## src/rtl/serial_subtractor_pkg.sv

```systemverilog
// sub_pkg: shared definitions for the serial subtractor.
//   state_e   - FSM state encoding (IDLE / RUN / DONE)
//   digit_ok  - legality check for the WIDTH / DIGIT pair, evaluated at elaboration
package sub_pkg;

  typedef enum logic [1:0] {
    IDLE = 2'b00,
    RUN  = 2'b01,
    DONE = 2'b10
  } state_e;

  function automatic bit digit_ok(input int width, input int digit);
    return (width >= 2) && (digit >= 1) && (digit <= width) && ((width % digit) == 0);
  endfunction

endpackage

```

## src/rtl/serial_subtractor_if.sv

```systemverilog
// serial_subtractor_if: operand/result handshake bundle for serial_subtractor.
//   in_valid/in_ready  - operand handshake (a, b, bin)
//   out_valid/out_ready - result handshake (diff, bout, ovf)
//   slave modport  - the subtractor side
//   master modport - the producer/consumer side
interface serial_subtractor_if #(
  parameter int WIDTH = 8
);
  logic             in_valid;
  logic             in_ready;
  logic [WIDTH-1:0] a;
  logic [WIDTH-1:0] b;
  logic             bin;
  logic             out_valid;
  logic             out_ready;
  logic [WIDTH-1:0] diff;
  logic             bout;
  logic             ovf;

  modport slave (
    input  in_valid, a, b, bin, out_ready,
    output in_ready, out_valid, diff, bout, ovf
  );

  modport master (
    output in_valid, a, b, bin, out_ready,
    input  in_ready, out_valid, diff, bout, ovf
  );
endinterface

```

## src/rtl/serial_subtractor_fs_digit.sv

```systemverilog
// fs_digit: combinational ripple of DIGIT full-subtractor cells.
//   x, y  - DIGIT-bit minuend / subtrahend slices (LSB = bit 0)
//   cin   - borrow into bit 0
//   d     - DIGIT difference bits
//   cout  - borrow out of the top cell
module fs_digit #(
  parameter int DIGIT = 1
) (
  input  logic [DIGIT-1:0] x,
  input  logic [DIGIT-1:0] y,
  input  logic             cin,
  output logic [DIGIT-1:0] d,
  output logic             cout
);

  always_comb begin
    logic c;
    c = cin;
    d = '0;
    for (int i = 0; i < DIGIT; i++) begin
      d[i] = x[i] ^ y[i] ^ c;
      c    = (~x[i] & y[i]) | (y[i] & c) | (c & ~x[i]);
    end
    cout = c;
  end

endmodule

```

## src/rtl/serial_subtractor.sv

```systemverilog
// serial_subtractor: computes (a - b - bin) mod 2^WIDTH, DIGIT bits per clock,
// LSB digit first, with the borrow carried in a register between steps.
//   clk   - rising-edge clock
//   rst_n - asynchronous active-low reset; aborts any operation in flight
//   bus   - serial_subtractor_if slave: operands in, diff/bout/ovf out
module serial_subtractor
  import sub_pkg::*;
#(
  parameter int WIDTH = 8,
  parameter int DIGIT = 1
) (
  input  logic                clk,
  input  logic                rst_n,
  serial_subtractor_if.slave  bus
);

  localparam int N  = WIDTH / DIGIT;
  localparam int CW = $clog2(N) + 1;

  if (!digit_ok(WIDTH, DIGIT)) begin : g_bad_digit
    $error("serial_subtractor: WIDTH must be >= 2 and a multiple of DIGIT");
  end

  state_e             state_q, state_d;
  logic [CW-1:0]      cnt_q;
  logic [WIDTH-1:0]   a_sh_q, b_sh_q, diff_q;
  logic               borrow_q, bout_q, ovf_q, a_msb_q, b_msb_q;

  logic               accept, last_step;
  logic [DIGIT-1:0]   dig_d;
  logic               dig_cout;
  logic [WIDTH+DIGIT-1:0] diff_cat;
  logic [WIDTH-1:0]   diff_shift;

  assign bus.in_ready  = (state_q == IDLE) || ((state_q == DONE) && bus.out_ready);
  assign bus.out_valid = (state_q == DONE);
  assign bus.diff      = diff_q;
  assign bus.bout      = bout_q;
  assign bus.ovf       = ovf_q;

  assign accept    = bus.in_valid && bus.in_ready;
  assign last_step = (cnt_q == CW'(N - 1));

  fs_digit #(.DIGIT(DIGIT)) u_digit (
    .x    (a_sh_q[DIGIT-1:0]),
    .y    (b_sh_q[DIGIT-1:0]),
    .cin  (borrow_q),
    .d    (dig_d),
    .cout (dig_cout)
  );

  // New digit enters at the MSB end; concatenate-then-shift also covers DIGIT == WIDTH.
  assign diff_cat   = {dig_d, diff_q} >> DIGIT;
  assign diff_shift = diff_cat[WIDTH-1:0];

  always_comb begin
    state_d = state_q;
    case (state_q)
      IDLE:    if (accept) state_d = RUN;
      RUN:     if (last_step) state_d = DONE;
      DONE:    if (bus.out_ready) state_d = bus.in_valid ? RUN : IDLE;
      default: state_d = IDLE;
    endcase
  end

  always_ff @(posedge clk or negedge rst_n) begin
    if (!rst_n) begin
      state_q  <= IDLE;
      cnt_q    <= '0;
      a_sh_q   <= '0;
      b_sh_q   <= '0;
      borrow_q <= 1'b0;
      a_msb_q  <= 1'b0;
      b_msb_q  <= 1'b0;
      diff_q   <= '0;
      bout_q   <= 1'b0;
      ovf_q    <= 1'b0;
    end else begin
      state_q <= state_d;
      if (accept) begin
        a_sh_q   <= bus.a;
        b_sh_q   <= bus.b;
        borrow_q <= bus.bin;
        a_msb_q  <= bus.a[WIDTH-1];
        b_msb_q  <= bus.b[WIDTH-1];
        cnt_q    <= '0;
      end else if (state_q == RUN) begin
        a_sh_q   <= a_sh_q >> DIGIT;
        b_sh_q   <= b_sh_q >> DIGIT;
        borrow_q <= dig_cout;
        diff_q   <= diff_shift;
        cnt_q    <= cnt_q + CW'(1);
        if (last_step) begin
          bout_q <= dig_cout;
          ovf_q  <= (a_msb_q != b_msb_q) && (diff_shift[WIDTH-1] != a_msb_q);
        end
      end
    end
  end

endmodule

```

## src/flat_wrapper.sv

```systemverilog
// flat-port wrapper written by rule: the top's interface ports become plain ports
module serial_subtractor_flat import sub_pkg::*;
#(
  parameter int WIDTH = 8,
  parameter int DIGIT = 1
)
  (clk, rst_n, bus_in_valid, bus_a, bus_b, bus_bin, bus_out_ready, bus_in_ready, bus_out_valid, bus_diff, bus_bout, bus_ovf);
  serial_subtractor_if #(.WIDTH(WIDTH)) bus_i ();
  input  logic clk;
  input  logic rst_n;
  input wire logic [$bits(bus_i.in_valid)-1:0] bus_in_valid;
  input wire logic [$bits(bus_i.a)-1:0] bus_a;
  input wire logic [$bits(bus_i.b)-1:0] bus_b;
  input wire logic [$bits(bus_i.bin)-1:0] bus_bin;
  input wire logic [$bits(bus_i.out_ready)-1:0] bus_out_ready;
  output wire logic [$bits(bus_i.in_ready)-1:0] bus_in_ready;
  output wire logic [$bits(bus_i.out_valid)-1:0] bus_out_valid;
  output wire logic [$bits(bus_i.diff)-1:0] bus_diff;
  output wire logic [$bits(bus_i.bout)-1:0] bus_bout;
  output wire logic [$bits(bus_i.ovf)-1:0] bus_ovf;
  assign bus_i.in_valid = bus_in_valid;
  assign bus_i.a = bus_a;
  assign bus_i.b = bus_b;
  assign bus_i.bin = bus_bin;
  assign bus_i.out_ready = bus_out_ready;
  assign bus_in_ready = bus_i.in_ready;
  assign bus_out_valid = bus_i.out_valid;
  assign bus_diff = bus_i.diff;
  assign bus_bout = bus_i.bout;
  assign bus_ovf = bus_i.ovf;
  serial_subtractor #(.WIDTH(WIDTH), .DIGIT(DIGIT)) u_core (.clk(clk), .rst_n(rst_n), .bus(bus_i));
endmodule
```

## config.mk

```make
export PLATFORM = sky130hd
export DESIGN_NAME = serial_subtractor_flat
export DESIGN_NICKNAME = d
export VERILOG_FILES = /design/src/rtl/serial_subtractor_pkg.sv /design/src/rtl/serial_subtractor_if.sv /design/src/rtl/serial_subtractor_fs_digit.sv /design/src/rtl/serial_subtractor.sv /design/src/flat_wrapper.sv
export SDC_FILE = /design/constraint.sdc
export NUM_CORES = 1
export LEC_CHECK = 0
export ABC_AREA = 1
export ABC_CLOCK_PERIOD_IN_PS = 1470
export BUFFER_PORTS_ARGS = -buffer_cell sky130_fd_sc_hd__buf_2
export CAP_MARGIN = 20
export CORE_MARGIN = 2
export CORE_UTILIZATION = 53
export DETAILED_ROUTE_END_ITERATION = 6
export PLACE_DENSITY_LB_ADDON = 0.1
export SLEW_MARGIN = 10
export SYNTH_ARGS = -nofsm -noshare
export SYNTH_HDL_FRONTEND = slang
export SYNTH_SLANG_ARGS = --single-unit
```

## constraint.sdc

```tcl
create_clock -name clk -period 1.47 [get_ports clk]
set_input_delay 0.147 -clock clk [delete_from_list [all_inputs] [get_ports clk]]
set_output_delay 0.147 -clock clk [all_outputs]
set_load 0.005 [all_outputs]
```

==> results of run 1 <==
[worst max path at each step]
| stage | cells past startpoint | slack (ps) | end | startpoint |
|---|---|---|---|---|
| after floorplan | 7 | 200 | u_core.bus.ovf | u_core.a_sh_q[0] |
| after global placement | 7 | 160 | u_core.bus.ovf | u_core.a_sh_q[0] |
| after detailed placement | 7 | 90 | u_core.bus.ovf | u_core.a_sh_q[0] |
| after CTS | 7 | 60 | u_core.bus.ovf | u_core.a_sh_q[0] |
| after global routing | 7 | 20 | u_core.bus.ovf | u_core.a_sh_q[0] |
| final | 7 | 110 | u_core.bus.ovf | u_core.a_sh_q[0] |
[power by group through the flow]
stage	clock [mW]	combinational [mW]	sequential, mW
2_1_floorplan	0	1.12	1.64
3_3_place_gp	0	1.52	1.66
3_5_place_dp	0	1.59	1.69
4_1_cts	0.483	1.60	1.67
5_1_grt	0.526	1.82	1.73
6_report	0.469	1.58	1.68
[registers in the layout (all words and copies together), names as in the netlist]
register / flops
u_core.bus.diff: 8
u_core.bus.bout: 1
u_core.borrow_q: 1
u_core.bus.ovf: 1
u_core.cnt_q: 4
u_core.b_sh_q: 8
u_core.a_sh_q: 8
u_core.a_msb_q: 1
u_core.b_msb_q: 1
u_core.state_q: 2
[repair_timing]
item	CTS	global route
endpoints found under the setup margin	0	1
hold buffers	1	0
setup buffers	0	0
resized for setup	0	1
endpoints found under the hold margin	35	0
[metal layers]
metal / GRT usage (%) / wire, microns / up-vias
li1: - / - / 676
met1: 28.45 / 1529 / 630
met2: 34.13 / 1543 / 39
met3: 7.253 / 192 / 4
met4: 6.818 / 38 / 0
met5: 0 / 0 / -
[kinds of logic (layout without fill, tap and decap cells)]
kind of cell	after synthesis	after routing
AO/OA/AOI/OAI	16	16
adder cells (fa/ha/maj)	2	2
flip-flops	35	35
buffers and inverters	23	57
AND/OR/NAND/NOR	104	104
[area by class of cell]
| class | instances | area share [%] |
|---|---|---|
| multi-input cells | 122 | 33.11 |
| well taps | 31 | 2.112 |
| flip-flops and latches | 35 | 47.68 |
| clock buffers | 6 | 2.248 |
| inverters | 12 | 2.452 |
| repair buffers | 39 | 12.40 |
[cells in the mapped netlist]
cell type   n  share of area, %
o21ai_0    11               3.5
nand3_1    36                11
nand3_4     1               1.1
ha_1        1              0.79
a21oi_1     1              0.31
nand2_1    43                10
buf_2       8               2.5
inv_2       2              0.47
buf_4       3               1.4
dfrtp_1    35                55
nand4_1    15               5.9
nand2_2     2              0.79
o21ai_1     4               1.3
inv_1      10               2.4
fa_1        1               1.3
nor2_1      6               1.4
nand3b_1    1              0.47
[critical path, stage by stage (launching register included)]
cell	delay (ps)
dfrtp_1	360
inv_1	60
fa_1	580
inv_1	50
nand2_1	60
o21ai_1	60
nand2_1	60
nand2_1	40
[metrics by stage]
step                      setup WS, ps  util (%)
after floorplan                  197.8         -
after global placement           164.3     63.65
after detailed placement         87.19     63.65
after CTS                        61.62     65.48
after global routing             17.02     65.48
final                            106.9     65.48
==> out/results.ini, run 1 <==
[status]
status = complete, but fails checks
violations = design-rule violations

[drt]
ant_nets = 0
finalWirelength_mm = 3.304
drc = 3
dr.pass1.iters = 6
vias_per_cell = 5.506
wl_per_cell_microns = 13.49
vias = 1349
drt_iter0_drc = 94

[timing]
setup_viol = 0
fmax_mhz = 733.6
hold_ws_ps = 66.73
slew_violations = 0
slew_headroom_pct = 70.17
rsz0062_at_grt = no
fin_worst_skew_ps = 10.01
fin_crit_ps = 1363
period_share_pct = 92.73
final-hold-violation-count = 0
tns_ps = 0
tightest_slew_ps = 447.5

[synthesis]
synth.area.mux_share_pct = 0
ys_seq_elements = 35
synth_compound_area_share_pct = 5.031
synth_warnings = 0
syn_area_sq_mm = 0.001592
synth-adder-area-share_pct = 2.044
synth_top_family_by_area = simple AND/OR/NAND/NOR gates
synthXorXnorAreaFrac_pct = 0
syn_inst = 180
synth_nets = 203
synthSimpleGateAreaFrac_pct = 31.13
yosysSeqAreaShare_pct = 55.03
syn_avg_cell_area_sq_um = 8.842
ys_types = 17

[cells_and_area]
antenna_cells = 0
final_area_sq_mm = 0.001837
mostFrequentLayoutCell = nand2_1
multiInputGateArea_sq_um = 608.1
seq_area_sq_um = 875.8
drive_gt1_share_pct = 22.43
stdcell_count = 245
final_cell_mix = 43 x nand2_1, 36 x nand3_1, 35 x dfrtp_1, 32 x buf_2, 15 x nand4_1
final_net_count = 238
n_fill_cell = 254
syn2layout_area_growth_pct = 15.41

[hold_path]
hold_path_startpoint = bus_b[1]
whs_endpoint = u_core.b_sh_q[1]
holdPathStages = 3
hold_class = in -> reg

[placement]
placed_cells = 238
globalplace.congestion = 0.7468
post_dp_cell_area_sq_mm = 0.001785
io_buffer_count = 32
hpwl_mm = 2.239

[die]
dieArea_sq_mm = 0.003457
rows = 19
coreArea_sq_mm = 0.002805
io_pins = 33
die_h_microns = 58.80
die_w_microns = 58.80
start_util_pct = 56.74

[pwr]
finalPower_mw = 3.728
seq_power_share_pct = 45.0
p_sw_mw = 1.513
leakagePower_nw = 0.9536
p_clk_share_pct = 12.6
peakVddDrop_uv = 946.2
power.density_mw_per_mm2 = 2030
swShare_pct = 40.58
cell_internal_pwr_mw = 2.215
pwr-share-comb_pct = 42.4

[global_routing]
overflow = 0
grt_antenna_before_repair = 0
grt_pass1_vias = 1273
gr-usage-all-layers_pct = 21.68
grt_pass1_wl_mm = 5.616
grt_max_degree = 36

[cts]
clockBufferDepth = 2
cts_max_level = 2
clk_pin_slew_worst_paths_ps = 100
cts_buffers = 5
clk_latency_ps = 340
cts.sinks = 35
cts_root_buffer = clkbuf_4
cts_tree = done

[worst_setup_path]
critPathMaxFanout = 3
worstSetupPathType = reg -> reg
crit_path_end_kind = flop
ff2ff_path_depth = 7
arrival_ps = 1600
reg2reg_from = u_core.a_sh_q[0]
r2r_setup_slack_ps = 110
cp.required_ps = 1710
start_kind = flop
r2r_end = u_core.bus.ovf

[run]
maxCapViolations = 0

Power figures use the tool's default switching activity.
==> run 2: changes to the inputs <==
- CELL_PAD_IN_SITES_DETAIL_PLACEMENT: not set -> 1
- CELL_PAD_IN_SITES_GLOBAL_PLACEMENT: not set -> 2
- CORE_UTILIZATION: 53 -> 32
==> run 2 against run 1 <==
- the run now ends clean
- fmax shrank 2.8%
- critical path depth shrank 1
- wire length grew 23%
- critical path type unchanged
- largest cell class unchanged
==> out/results.ini, run 2 (same netlist as run 1, synthesis figures left out) <==
[status]
status = finished, final reports clean

[cells_and_area]
syn2layout_area_growth_pct = 22.64
mostFrequentLayoutCell = nand2_1
final_net_count = 239
n_fill_cell = 585
antenna_cells = 0
drive_gt1_share_pct = 23.96
final_util_pct = 41.05
final_cell_mix = 43 x nand2_1, 36 x nand3_1, 35 x dfrtp_1, 32 x buf_2, 15 x nand4_1

[cts]
clockBufferDepth = 2
clk_pin_slew_worst_paths_ps = 70
clk_latency_ps = 280
cts_tree = done
cts_max_level = 2
cts_root_buffer = clkbuf_8
cts_buffers = 5
cts.sinks = 35

[worst_setup_path]
worstSetupPathType = reg -> reg
cp.required_ps = 1650
start_kind = flop
crit_path_end_kind = flop
critPathMaxFanout = 3
arrival_ps = 1580

[timing]
final-hold-violation-count = 0
slew_violations = 0
tightest_slew_ps = 462.6
setup_viol = 0
slew_headroom_pct = 69.16
period_share_pct = 95.45
tns_ps = 0
fin_crit_ps = 1403
fmax_mhz = 712.7
rsz0062_at_grt = yes
fin_worst_skew_ps = 3.130

[drt]
drt_iter0_drc = 47
dr_wl_met3_microns = 152
ant_nets = 0
vias_per_cell = 4.898
top_layer = met4
drc = 0
dr.pass1.iters = 4
m1WireLength_mm = 1.890
finalWirelength_mm = 4.053
vias = 1391
wl_per_cell_microns = 14.27
dr_wl_met2_mm = 1.954

[die]
die_w_microns = 74.53
io_pins = 33
die_h_microns = 74.53
start_util_pct = 33.47
rows = 25
coreArea_sq_mm = 0.004755
dieArea_sq_mm = 0.005554

[pwr]
peakVddDrop_uv = 739.2
power.density_mw_per_mm2 = 2110
leakagePower_nw = 0.9875

[global_routing]
grt_pass1_vias = 1465
gr-usage-all-layers_pct = 16.87
overflow = 0
grt_pass1_wl_mm = 7.127
grt_antenna_before_repair = 0
grt_max_degree = 36

[hold_path]
hold_class = in -> reg

[placement]
globalplace.congestion = 0.7305
hpwl_mm = 2.815
io_buffer_count = 32

[run]
maxCapViolations = 0

-- run 2: changes by cell type in the layout (fill, tap and decap cells not counted) --
| cell | before | now |
|---|---|---|
| clkbuf_8 | 0 | 7 |
| buf_4 | 5 | 6 |
| o21ai_1 | 5 | 4 |
| o21ai_2 | 0 | 1 |
| clkbuf_4 | 5 | 0 |
-- run 2: cell type report --
class                   count  area, sq um  share of cell area [%]
multi-input cells         122        611.8                   31.35
flip-flops and latches     35        875.8                   44.87
inverters                  12        45.04                   2.308
well taps                  67        83.83                   4.295
repair buffers             40        235.2                   12.05
clock buffers               8        100.1                   5.128
-- run 2: repair_timing --
item,in CTS,in global routing
endpoints found under the hold margin,35,0
resized for setup,0,2
hold buffers,1,0
endpoints found under the setup margin,0,1
buffers inserted,0,0
-- run 2: per-layer routing --
metal | vias up | track usage [%]
li1 | 675 | -
met1 | 677 | 23.04
met2 | 32 | 26.94
met3 | 7 | 3.659
met4 | 0 | 5.159
met5 | - | 0
-- run 2: final timing paths --
| kind | start | end | slack, ps | cells after the start |
|---|---|---|---|---|
| min in group asynchronous | rst_n | u_core.bus.bout | 440 | 3 |
| max in group asynchronous | rst_n | u_core.a_sh_q[6] | 690 | 3 |
| max | u_core.borrow_q | u_core.bus.ovf | 70 | 6 |
| min | bus_b[7] | u_core.b_msb_q | 130 | 3 |
| max reg2reg | u_core.borrow_q | u_core.bus.ovf | 70 | 6 |
| min reg2reg | u_core.bus.bout | u_core.bus.bout | 490 | 2 |
-- run 2: stage by stage --
stage / hold WS [ps] / area, sq um / setup WS (ps) / total power, mW / instances
floorplan: -148.6 / 1592 / 197.8 / 2.767 / 180
CTS: 128.2 / 1948 / 19.66 / 4.189 / 284
finish: 130.6 / 1952 / 66.92 / 4.118 / 284
detailed placement: 218.4 / 1838 / 52.55 / 3.409 / 275
global route: 130.8 / 1952 / -13.14 / 4.538 / 284
global placement: 210.2 / 1838 / 153.0 / 3.273 / 275
-- run 2: worst max-delay path: stages, from the launching register on --
cell,delay [ps]
dfrtp_1,410
fa_1,600
inv_1,60
nand2_1,70
o21ai_2,50
nand2_1,70
nand2_1,50
-- run 2: report_power, final --
group	internal, mW	switching [mW]	total, mW
sequential	1.40	0.287	1.69
clock	0.427	0.327	0.755
combinational	0.675	0.998	1.67
total	2.50	1.61	4.12
